### config.mk
export PLATFORM = sky130hd
export DESIGN_NAME = mem_copy_engine
export DESIGN_NICKNAME = d
export VERILOG_FILES = /design/src/rtl/mem_copy_engine.sv
export SDC_FILE = /design/constraint.sdc
export NUM_CORES = 1
export LEC_CHECK = 0
export BUFFER_PORTS_ARGS = -buffer_cell sky130_fd_sc_hd__clkbuf_2
export CORE_UTILIZATION = 52
export DETAILED_ROUTE_END_ITERATION = 10
export HOLD_SLACK_MARGIN = 0.03
export PLACE_DENSITY = 0.75
export SKIP_CTS_REPAIR_TIMING = 1
export SYNTH_ARGS = -nofsm -noshare
export SYNTH_HDL_FRONTEND = slang
export SYNTH_SLANG_ARGS = --single-unit
### constraint.sdc
create_clock -name clk -period 3.45 [get_ports clk]
set_input_delay 0.1725 -clock clk [delete_from_list [all_inputs] [get_ports clk]]
set_output_delay 0.1725 -clock clk [all_outputs]
set_load 0.005 [all_outputs]
### src/rtl/mem_copy_engine.sv
`default_nettype none
// ============================================================================
//  Module      : mem_copy_engine
//  Description : Byte-serial memory-to-memory copy engine driving a single
//                port memory with a combinational read path. Each byte costs
//                one read cycle (RD) and one write cycle (WR); a copy ends
//                with a one-cycle DONE pulse. Forward order only, addresses
//                wrap modulo 2^ADDR_W, overlapping ranges are not corrected.
//  Optional    : define MEM_COPY_CHECKSUM_EN to add the checksum port, a
//                modulo-2^DATA_W sum of every byte read by the last copy.
//  Ports       : clk, rst        - clock, synchronous active-high reset
//                start           - copy request (only looked at in IDLE)
//                src_addr        - first source address
//                dst_addr        - first destination address
//                length          - byte count, 0 .. 2^ADDR_W
//                busy            - high while reading/writing
//                done            - one-cycle completion pulse
//                mem_addr/din    - memory address and write data
//                mem_read/write  - memory strobes (never both high)
//                mem_dout        - memory read data, valid while mem_read=1
//                checksum        - byte sum (MEM_COPY_CHECKSUM_EN only)
//  Revision    : 1.0 - initial release
// ============================================================================
module mem_copy_engine #(
    parameter int ADDR_W = 12,
    parameter int DATA_W = 8
) (
    input  logic              clk,
    input  logic              rst,
    input  logic              start,
    input  logic [ADDR_W-1:0] src_addr,
    input  logic [ADDR_W-1:0] dst_addr,
    input  logic [ADDR_W:0]   length,
    output logic              busy,
    output logic              done,
    output logic [ADDR_W-1:0] mem_addr,
    output logic [DATA_W-1:0] mem_din,
    output logic              mem_read,
    output logic              mem_write,
`ifdef MEM_COPY_CHECKSUM_EN
    output logic [DATA_W-1:0] checksum,
`endif
    input  logic [DATA_W-1:0] mem_dout
);

    typedef enum logic [1:0] {
        ST_IDLE = 2'd0,
        ST_RD   = 2'd1,
        ST_WR   = 2'd2,
        ST_DONE = 2'd3
    } state_t;

    localparam logic [ADDR_W:0] c_idx_one = {{ADDR_W{1'b0}}, 1'b1};

    state_t            r_state;
    logic [ADDR_W-1:0] r_src;
    logic [ADDR_W-1:0] r_dst;
    logic [ADDR_W:0]   r_len;
    logic [ADDR_W:0]   r_idx;
    logic              r_busy;
    logic              r_done;
    logic              r_read;
    logic              r_write;
    logic [ADDR_W-1:0] r_addr;
    logic [DATA_W-1:0] r_data;
`ifdef MEM_COPY_CHECKSUM_EN
    logic [DATA_W-1:0] r_sum;
`endif

    // Index of the byte following the one being written. It is one bit wider
    // than an address so a full 2^ADDR_W copy terminates correctly.
    logic [ADDR_W:0] w_idx_nxt;
    logic            w_more;

    assign w_idx_nxt = r_idx + c_idx_one;
    assign w_more    = (w_idx_nxt < r_len);

    always_ff @(posedge clk) begin
        if (rst) begin
            r_state <= ST_IDLE;
            r_src   <= '0;
            r_dst   <= '0;
            r_len   <= '0;
            r_idx   <= '0;
            r_busy  <= 1'b0;
            r_done  <= 1'b0;
            r_read  <= 1'b0;
            r_write <= 1'b0;
            r_addr  <= '0;
            r_data  <= '0;
`ifdef MEM_COPY_CHECKSUM_EN
            r_sum   <= '0;
`endif
        end else begin
            case (r_state)
                ST_IDLE: begin
                    if (start) begin
                        r_src <= src_addr;
                        r_dst <= dst_addr;
                        r_len <= length;
                        r_idx <= '0;
`ifdef MEM_COPY_CHECKSUM_EN
                        r_sum <= '0;
`endif
                        if (length != '0) begin
                            // Present the first read already in the first RD cycle.
                            r_state <= ST_RD;
                            r_busy  <= 1'b1;
                            r_read  <= 1'b1;
                            r_addr  <= src_addr;
                        end else begin
                            r_state <= ST_DONE;
                            r_done  <= 1'b1;
                        end
                    end
                end

                ST_RD: begin
                    // Memory read data is combinational: capture it at the
                    // closing edge and turn the port around for the write.
                    r_data  <= mem_dout;
                    r_read  <= 1'b0;
                    r_write <= 1'b1;
                    r_addr  <= r_dst + r_idx[ADDR_W-1:0];
`ifdef MEM_COPY_CHECKSUM_EN
                    r_sum   <= r_sum + mem_dout;
`endif
                    r_state <= ST_WR;
                end

                ST_WR: begin
                    r_write <= 1'b0;
                    r_idx   <= w_idx_nxt;
                    if (w_more) begin
                        r_state <= ST_RD;
                        r_read  <= 1'b1;
                        r_addr  <= r_src + w_idx_nxt[ADDR_W-1:0];
                    end else begin
                        r_state <= ST_DONE;
                        r_busy  <= 1'b0;
                        r_done  <= 1'b1;
                    end
                end

                ST_DONE: begin
                    r_done  <= 1'b0;
                    r_state <= ST_IDLE;
                end

                default: begin
                    r_state <= ST_IDLE;
                end
            endcase
        end
    end

    assign busy      = r_busy;
    assign done      = r_done;
    assign mem_addr  = r_addr;
    assign mem_din   = r_data;
    assign mem_read  = r_read;
    assign mem_write = r_write;
`ifdef MEM_COPY_CHECKSUM_EN
    assign checksum  = r_sum;
`endif

endmodule
`default_nettype wire

==> impl_metrics.env, run 1 <==
export IMPL_skew_ns=0.00806
export IMPL_synth_ff_type="dfxtp_1"
export IMPL_synth_edf_count=0
export IMPL_final_hold_viol_count=0
export IMPL_dieArea_mm2=0.00928
export IMPL_grt_pass1_vias=3898
export IMPL_maxCapViolCount=0
export IMPL_r2r_start="r_idx[0]"
export IMPL_leakagePower_nw=2.44
export IMPL_cpMostUsedCell="buf_4"
export IMPL_nets=745
export IMPL_async_flop_share_pct=0
export IMPL_yosys_area_top_type="dfxtp_1"
export IMPL_startpoint="r_idx[0]"
export IMPL_clkSlewWorstSetupHoldPaths_ns=0.08
export IMPL_synth_area_leaders="dfxtp_1 (33%), ha_1 (12%), nand2_1 (8.0%), a21oi_1 (7.9%), nor2_1 (4.5%)"
export IMPL_crit_buf_inv=4
export IMPL_portBuffers=71
export IMPL_place_congestion=0.897
export IMPL_hold_path_class="primary input to register"
export IMPL_r2r_end="mem_addr[3]"
export IMPL_pwr_density_cell_mw_per_mm2=679
export IMPL_place_inst=743
export IMPL_synth_area_per_cell_um2=7.98
export IMPL_min_to="r_dst[2]"
export IMPL_period_needed_ns=3.32
export IMPL_post_route_period_util_pct=96.2
export IMPL_path_cells="buf_4 -> and4_1 -> and4_4 -> and3_2 -> xor2_1 -> ha_1 -> nand4_1 -> inv_1 -> a21oi_2 -> o41ai_4 -> a2111oi_4 -> buf_4 -> clkbuf_16 -> mux2i_1 -> nor2_1"
export IMPL_power_switching_mw=1.52
export IMPL_rr_worst_depth=15
export IMPL_routed_via_density=5.72
export IMPL_syn_inst=580
export IMPL_hp_start="dst_addr[2]"
export IMPL_ys_ff_latch=76
export IMPL_ys_types=53
export IMPL_slew_viol_final=0
export IMPL_insertion_delay_ns=0.35
export IMPL_p_clk_share_pct=18.7
export IMPL_required_ns=3.69
export IMPL_drtIter0Drc=268
export IMPL_outcome="completed"
export IMPL_setup_viol=0
export IMPL_drive_above_1_share_pct=18.3
export IMPL_timing_fmax_mhz=301
export IMPL_syn_to_final_growth_pct=17.1
export IMPL_synth_nets=673
export IMPL_final_cells=765
export IMPL_r2r_slack_ns=0.13
export IMPL_die_h_um=96.3
export IMPL_grtUsageTotal_pct=26.4
export IMPL_fill_cells=774
export IMPL_seq_area_frac_synth_pct=32.9
export IMPL_rows=34
export IMPL_grt_ovfl_total=0
export IMPL_intPower_mw=2.15
export IMPL_vias=4377
export IMPL_cts_tree="yes"
export IMPL_numClockSinks=76
export IMPL_cts_root_buf="clkbuf_8"
export IMPL_synth_most_common_cell="nand2_1"
export IMPL_crit_family="simple AND/OR/NAND/NOR gates"
export IMPL_cp_start_kind="register"
export IMPL_cts_buffers=9
export IMPL_finalPower_mw=3.68
export IMPL_wl_per_cell_um=15.8
export IMPL_grt_pass1_wl_um=18500
export IMPL_yosys_top_cells_count="nand2_1 (98), dfxtp_1 (76), a21oi_1 (73), nor2_1 (56), ha_1 (43)"
export IMPL_drc=0
export IMPL_yosysWarningCount=0
export IMPL_crit_path_end_kind="register"
export IMPL_synth_top_area_share_pct=32.9
export IMPL_initial_core_util_pct=53.3
export IMPL_antenna_found_initial=0
export IMPL_dpl_cell_area_mm2=0.00510
export IMPL_synth_area_mm2=0.00463
export IMPL_ios=72
export IMPL_die_w_um=96.3
export IMPL_slowest_stage="a2111oi_4"
export IMPL_first_pass_iters=6
export IMPL_holdPathStages=3
export IMPL_fin_setup_tns_ns=0
export IMPL_seqPwrFrac_pct=32.4
export IMPL_cts_path_max_buffers=2
export IMPL_relSlewSlack_pct=25.5
export IMPL_max_stage_delay_ns=0.43
export IMPL_drt_wl_total_um=12100
export IMPL_grt_max_degree=54
export IMPL_n_antenna_cell=0
export IMPL_crit_type="register to register"
export IMPL_core_area_mm2=0.00868
export IMPL_cp_arrival_ns=3.56
export IMPL_fin_area_mm2=0.00542
export IMPL_pwr_share_comb_pct=49.0
export IMPL_cp_max_fo=6
export IMPL_tightestPinTransition_ns=1.12
export IMPL_antenna_left=0
export IMPL_sw_frac_of_total_pct=41.4
export IMPL_vdd_ir_drop_worst_uv=261
export IMPL_htreeDepth=3
export IMPL_postLayoutCoreUtil_pct=62.4
export IMPL_hpwl_um=8920
-- kinds of logic (layout without fill, tap and decap cells) --
kind of cell / Yosys count / after routing / synth area share (%)
adder cells (fa/ha/maj): 45 / 45 / 12.5
multiplexers: 16 / 16 / 3.49
AND/OR/NAND/NOR: 201 / 201 / 18.7
flip-flops: 76 / 76 / 32.9
buffers and inverters: 59 / 136 / 5.25
AO/OA/AOI/OAI: 150 / 150 / 20.9
XOR/XNOR: 33 / 33 / 6.25
-- area by class of cell --
cell class	instances	area [um^2]	share of cell area (%)
multi-input combinational	445	2900	53.6
timing repair buffer	91	556	10.3
tap	108	135	2.49
clock buffer	10	128	2.36
clock inverter	6	63.8	1.18
sequential	76	1530	28.1
inverter	29	109	2.01
-- how the worst max path moves through the flow --
stage          cells after the start     endpoint  slack [ns]
6_report                          15  mem_addr[3]        0.13
5_1_grt                           16  mem_addr[3]       -0.02
4_1_cts                           15  mem_addr[5]       -0.06
3_5_place_dp                      15  mem_addr[5]       -0.06
3_3_place_gp                      15  mem_addr[5]        0.13
2_1_floorplan                     15  mem_addr[1]        0.22
-- routing by layer --
metal  wire, um  GRT usage, %  up-vias
met5          0             0        -
met4        192          8.95        0
met3        866          4.66       20
met2       5620          43.7      152
met1       5430          34.5     2041
li1           -             -     2164
-- layout by cell type, fill, tap and decap left out, types with 3 or more instances in the layout --
| master | count |
|---|---|
| a21o_1 | 9 |
| a21oi_1 | 73 |
| a221oi_1 | 9 |
| a22oi_1 | 6 |
| a2bb2oi_1 | 5 |
| a31oi_1 | 3 |
| and2_1 | 3 |
| and4_1 | 3 |
| buf_4 | 16 |
| clkbuf_2 | 71 |
| clkbuf_8 | 9 |
| dfxtp_1 | 75 |
| ha_1 | 42 |
| inv_1 | 28 |
| mux2i_1 | 15 |
| nand2_1 | 98 |
| nand2b_1 | 6 |
| nand3_1 | 10 |
| nand4_1 | 3 |
| nor2_1 | 54 |
| nor2b_1 | 4 |
| nor3_1 | 8 |
| o211ai_1 | 3 |
| o21ai_0 | 18 |
| o32ai_1 | 5 |
| xnor2_1 | 20 |
| xor2_1 | 12 |
-- flip-flops by register name (all words and copies together), names as in the netlist --
signal	count
r_state	2
r_dst	12
mem_write	1
mem_din	8
done	1
r_len	13
busy	1
mem_read	1
r_idx	13
r_src	12
mem_addr	12
-- power groups by stage --
stage | logic [mW] | clock network (mW) | registers, mW
after floorplan | 1.16 | 0 | 1.19
after global placement | 1.61 | 0 | 1.20
after detailed placement | 1.65 | 0 | 1.21
after CTS | 1.66 | 0.696 | 1.19
after global routing | 1.99 | 0.732 | 1.21
final | 1.80 | 0.687 | 1.19
-- tightest hold or removal path: cells and delay by family --
family                 cells  cell delay, ns
AOI/OAI and AO/OA          1            0.05
buffers and inverters      1            0.08
and+or+nand+nor            1            0.04
-- stage by stage --
| step | hold WS [ns] | setup WS [ns] |
|---|---|---|
| 2_1_floorplan | 0.308 | 0.217 |
| 3_3_place_gp | 0.397 | 0.126 |
| 3_5_place_dp | 0.401 | -0.0563 |
| 4_1_cts | 0.0270 | -0.0589 |
| 5_1_grt | 0.0356 | -0.0229 |
| 6_report | 0.0296 | 0.130 |
Note: power is estimated with default switching activity, not from simulation.
==> inputs of run 2 (changes only) <==
CORE_UTILIZATION = 57   (was 52)
PLACE_DENSITY = 0.78   (was 0.75)
clock period = 3.3 ns   (was 3.45 ns; I/O delays follow)
==> run 2 against run 1 <==
Against the previous run: sequential power increased by 5%; cell count grew 1.3%; maximum frequency increased by 4.4%; combinational power rose by 6%; critical path depth is the same; utilization rose by 9.2 points; non-clock buffer count is 16 higher; global-route usage increased by 2.8 points; flip-flop and latch count stayed put; highest routed layer unchanged.
==> impl_metrics.env, run 2 (synthesis results as in run 1) <==
export IMPL_intPower_mw=2.27
export IMPL_fin_area_mm2=0.00559
export IMPL_core_area_mm2=0.00781
export IMPL_seqCellArea_mm2=0.00153
export IMPL_grt_ovfl_total=0
export IMPL_ios=72
export IMPL_antenna_found_initial=0
export IMPL_syn_to_final_growth_pct=20.9
export IMPL_seqPwrFrac_pct=32.3
export IMPL_finalHoldWorstSlack_ns=0.0234
export IMPL_antenna_left=0
export IMPL_final_common_cell="nand2_1"
export IMPL_pwr_density_cell_mw_per_mm2=692
export IMPL_fill_cells=645
export IMPL_grt_pass1_wl_um=19500
export IMPL_cp_start_kind="register"
export IMPL_crit_buf_inv=4
export IMPL_drive_above_1_share_pct=21.5
export IMPL_setup_viol=0
export IMPL_n_antenna_cell=0
export IMPL_grt_max_degree=53
export IMPL_skew_ns=0.0118
export IMPL_tightestPinTransition_ns=1.06
export IMPL_cts_buffers=9
export IMPL_slew_viol_final=0
export IMPL_crit_family="compound AO/OA/AOI/OAI gates"
export IMPL_insertion_delay_ns=0.36
export IMPL_dieArea_mm2=0.00848
export IMPL_max_stage_delay_ns=0.36
export IMPL_crit_type="register to register"
export IMPL_rows=32
export IMPL_path_cells="buf_4 -> and4_4 -> and4_4 -> and3_4 -> xor2_2 -> ha_1 -> nand4_1 -> inv_1 -> a21oi_2 -> o41ai_4 -> a2111oi_4 -> buf_4 -> buf_12 -> nand2b_1 -> o32ai_1"
export IMPL_grt_pass1_vias=4167
export IMPL_reg_largest_list="r_idx (13), r_len (13)"
export IMPL_post_route_period_util_pct=96.3
export IMPL_cp_max_fo=6
export IMPL_crit_path_end_kind="register"
export IMPL_hold_path_class="primary input to register"
export IMPL_drc=0
export IMPL_maxCapViolCount=0
export IMPL_grtUsageTotal_pct=29.2
export IMPL_vias=4467
export IMPL_nets=761
export IMPL_first_pass_iters=5
export IMPL_final_cell_mix="nand2_1 (98), a21oi_1 (73), dfxtp_1 (72), clkbuf_2 (71), nor2_1 (54)"
export IMPL_cts_root_buf="clkbuf_8"
export IMPL_drtIter0Drc=284
export IMPL_startpoint="r_idx[0]"
export IMPL_vdd_ir_drop_worst_uv=331
export IMPL_initial_core_util_pct=59.2
export IMPL_r2r_start="r_idx[0]"
export IMPL_outcome="completed"
export IMPL_die_w_um=92.1
export IMPL_final_hold_viol_count=0
export IMPL_htreeDepth=3
export IMPL_numClockSinks=76
export IMPL_period_needed_ns=3.18
export IMPL_multi_input_area_mm2=0.00295
export IMPL_die_h_um=92.1
export IMPL_pwr_share_comb_pct=49.5
export IMPL_portBuffers=71
export IMPL_dpl_cell_area_mm2=0.00517
export IMPL_timing_fmax_mhz=315
export IMPL_p_clk_share_pct=18.2
export IMPL_drt_wl_total_um=12500
export IMPL_hpwl_um=9070
export IMPL_wl_per_cell_um=16.1
export IMPL_required_ns=3.56
export IMPL_place_congestion=0.886
export IMPL_slowest_stage="dfxtp_2"
export IMPL_hp_start="dst_addr[7]"
export IMPL_cts_tree="yes"
export IMPL_relSlewSlack_pct=29.2
export IMPL_cp_arrival_ns=3.44
export IMPL_routed_via_density=5.76
export IMPL_leakagePower_nw=2.54
export IMPL_sw_frac_of_total_pct=41.3
export IMPL_power_switching_mw=1.60
export IMPL_cts_path_max_buffers=2
export IMPL_clkSlewWorstSetupHoldPaths_ns=0.08
[run 2: changes by cell type in the layout (fill, tap and decap cells not counted), moves of 2 or more]
cell	before	now
clkinv_4	0	2
xor2_2	0	2
xnor2_2	1	3
dfxtp_1	75	72
nand3_2	1	4
xor2_1	12	10
dlygate4sd3_1	1	3
nand3_1	10	7
xnor2_1	20	18
dfxtp_2	0	4
buf_4	16	30
[run 2: per-stage QoR]
step | TNS, ns | power, mW | std cells | setup WS [ns] | utilization [%]
2_1_floorplan | 0 | 2.45 | 580 | 0.0667 | -
3_3_place_gp | 0 | 2.92 | 748 | 0.0940 | 66.3
3_5_place_dp | -0.0308 | 2.99 | 748 | -0.0308 | 66.3
4_1_cts | -0.0388 | 3.70 | 764 | -0.0388 | 68.8
5_1_grt | -0.119 | 4.12 | 775 | -0.0481 | 71.6
6_report | 0 | 3.87 | 775 | 0.121 | 71.6
[run 2: path summary, 6_finish.rpt]
path / slack [ns] / end / cells past startpoint
hold reg to reg: 0.46 / r_len[1] / 2
setup reg to reg: 0.12 / mem_addr[5] / 15
hold / removal: 0.02 / r_dst[7] / 3
setup / recovery: 0.12 / mem_addr[5] / 15
[run 2: power by group through the flow]
| stage | logic [mW] | clock network, mW | registers [mW] |
|---|---|---|---|
| after floorplan | 1.21 | 0 | 1.24 |
| after global placement | 1.67 | 0 | 1.25 |
| after detailed placement | 1.73 | 0 | 1.26 |
| after CTS | 1.74 | 0.717 | 1.25 |
| after global routing | 2.10 | 0.751 | 1.27 |
| final | 1.91 | 0.705 | 1.25 |
[run 2: area by class of cell]
class / instances / area share (%)
inverters: 29 / 1.95
repair buffers: 107 / 12.2
clock inverters: 6 / 1.16
well taps: 102 / 2.28
flip-flops and latches: 76 / 27.3
multi-input cells: 445 / 52.8
clock buffers: 10 / 2.28
[run 2: per-layer routing]
layer | global-route usage, % | routed length, um | up-vias
met3 | 4.39 | 682 | 20
met5 | 0 | 0 | -
met4 | 11.5 | 278 | 0
met2 | 49.0 | 5990 | 147
li1 | - | - | 2195
met1 | 37.6 | 5530 | 2105
[run 2: worst min-delay path, delay by kind of cell]
kind                   cells  cell delay (ns)
AOI/OAI and AO/OA          1             0.05
buffers and inverters      1             0.08
and+or+nand+nor            1             0.05
==> inputs of run 3 (changes only) <==
HOLD_SLACK_MARGIN = 0.1   (was 0.03)
PLACE_DENSITY = 0.8   (was 0.78)
SETUP_SLACK_MARGIN = 0.02   (was default)
==> run 3 against run 2 <==
Against the previous run: power rose by 2.3%; clock power rose by 7.8%; critical path depth did not move; utilization rose by 5.2 points; sequential share of layout area fell by 1.9 points; clock skew fell by 0.0017 ns; global-route usage fell by 0.081 points; largest cell class unchanged.
==> impl_metrics.env, run 3 (synthesis results as in run 1) <==
export IMPL_outcome="completed"
export IMPL_vias=4780
export IMPL_place_ws_ns=0.0947
export IMPL_n_antenna_cell=0
export IMPL_grt_pass1_vias=4160
export IMPL_crit_type="register to register"
export IMPL_cts_buffers=9
export IMPL_slew_viol_final=0
export IMPL_initial_core_util_pct=59.2
export IMPL_drc=0
export IMPL_insertion_delay_ns=0.37
export IMPL_cp_max_fo=6
export IMPL_clkSlewWorstSetupHoldPaths_ns=0.08
export IMPL_post_route_period_util_pct=97.6
export IMPL_place_congestion=1.00
export IMPL_drt_wl_total_um=13600
export IMPL_first_pass_iters=5
export IMPL_power_switching_mw=1.63
export IMPL_portBuffers=71
export IMPL_relSlewSlack_pct=29.3
export IMPL_ios=72
export IMPL_die_h_um=92.1
export IMPL_die_w_um=92.1
export IMPL_fin_area_mm2=0.00599
export IMPL_htreeDepth=3
export IMPL_timing_fmax_mhz=310
export IMPL_seqPwrFrac_pct=31.6
export IMPL_rows=32
export IMPL_dpl_cell_area_mm2=0.00517
export IMPL_wl_per_cell_um=16.6
export IMPL_pwr_share_comb_pct=49.2
export IMPL_reg_largest_list="r_idx (13), r_len (13)"
export IMPL_nets=804
export IMPL_core_area_mm2=0.00781
export IMPL_syn_to_final_growth_pct=29.6
export IMPL_numClockSinks=76
export IMPL_tightestPinTransition_ns=1.06
export IMPL_fin_setup_tns_ns=0
export IMPL_grt_ovfl_total=0
export IMPL_final_hold_viol_count=0
export IMPL_grt_pass1_wl_um=19200
export IMPL_drive_above_1_share_pct=20.1
export IMPL_cp_start_kind="register"
export IMPL_cts_tree="yes"
export IMPL_final_cell_mix="nand2_1 (98), a21oi_1 (73), dfxtp_1 (73), clkbuf_2 (71), nor2_1 (54)"
export IMPL_routed_via_density=5.84
export IMPL_fin_ws_ns=0.0778
export IMPL_vdd_ir_drop_worst_uv=302
export IMPL_setup_viol=0
export IMPL_cp_arrival_ns=3.46
export IMPL_period_needed_ns=3.22
export IMPL_drtIter0Drc=267
export IMPL_dieArea_mm2=0.00848
export IMPL_skew_ns=0.0100
export IMPL_sw_frac_of_total_pct=41.1
export IMPL_grtUsageTotal_pct=29.1
export IMPL_cts_path_max_buffers=2
export IMPL_grt_max_degree=55
export IMPL_antenna_found_initial=0
export IMPL_pwr_density_cell_mw_per_mm2=660
export IMPL_hpwl_um=9130
export IMPL_crit_path_end_kind="register"
export IMPL_leakagePower_nw=2.73
export IMPL_p_clk_share_pct=19.2
export IMPL_final_common_cell="nand2_1"
export IMPL_hold_path_class="primary input to register"
export IMPL_required_ns=3.54
export IMPL_cts_root_buf="clkbuf_8"
export IMPL_antenna_left=0
export IMPL_maxCapViolCount=0
export IMPL_intPower_mw=2.33
-- run 3: cell count changes in the layout (fill, tap and decap cells not counted), sizes merged --
| cell | before | now |
|---|---|---|
| clkinvlp | 1 | 2 |
| clkinv | 5 | 2 |
| buf | 31 | 32 |
| dlygate4sd3 | 3 | 44 |
| clkbuf | 83 | 85 |
| inv | 28 | 29 |
-- run 3: cell type report --
class | count | area, um^2
clock inverters | 5 | 58.8
fillers | 557 | 1810
well taps | 102 | 128
flip-flops and latches | 76 | 1530
repair buffers | 150 | 1100
clock buffers | 11 | 151
inverters | 29 | 109
multi-input cells | 445 | 2920
-- run 3: metal layers --
layer / part of all wire (%) / track usage [%]
met2: 49 / 47.7
met4: 3.0 / 13.0
met3: 6.5 / 5.97
met5: 0 / 0
met1: 41 / 36.8
-- run 3: worst max-delay path: stages (launching register included) --
cell and delay, ns:
dfxtp_1 0.35, buf_4 0.15, and4_1 0.20, and4_4 0.25, and3_4 0.20, xor2_1 0.19
ha_1 0.28, nand4_1 0.11, inv_1 0.06, a21oi_2 0.18, o41ai_4 0.12, a2111oi_4 0.38
clkbuf_16 0.22, clkbuf_4 0.17, mux2i_1 0.18, nor2_1 0.05
-- run 3: final timing paths --
| kind | from | to | slack [ns] | cells after the start |
|---|---|---|---|---|
| min reg2reg | r_len[5] | r_len[5] | 0.46 | 2 |
| max reg2reg | r_idx[0] | mem_addr[2] | 0.08 | 15 |
| min | mem_dout[2] | mem_din[2] | 0.05 | 3 |
| max | r_idx[0] | mem_addr[2] | 0.08 | 15 |
-- run 3: metrics by stage --
| stage | hold WS, ns | std cells | utilization, % | power [mW] |
|---|---|---|---|---|
| floorplan | 0.301 | 580 | - | 2.45 |
| global placement | 0.389 | 748 | 66.3 | 2.93 |
| detailed placement | 0.393 | 748 | 66.3 | 3.00 |
| CTS | 0.00597 | 764 | 69.0 | 3.75 |
| global route | 0.102 | 818 | 76.8 | 4.21 |
| finish | 0.0452 | 818 | 76.8 | 3.96 |
-- run 3: power groups by stage --
| stage | Sequential, mW | Combinational (mW) | Clock [mW] |
|---|---|---|---|
| CTS | 1.24 | 1.74 | 0.763 |
| global route | 1.27 | 2.13 | 0.812 |
| detailed placement | 1.26 | 1.73 | 0 |
| floorplan | 1.24 | 1.21 | 0 |
| finish | 1.25 | 1.95 | 0.760 |
| global placement | 1.25 | 1.67 | 0 |
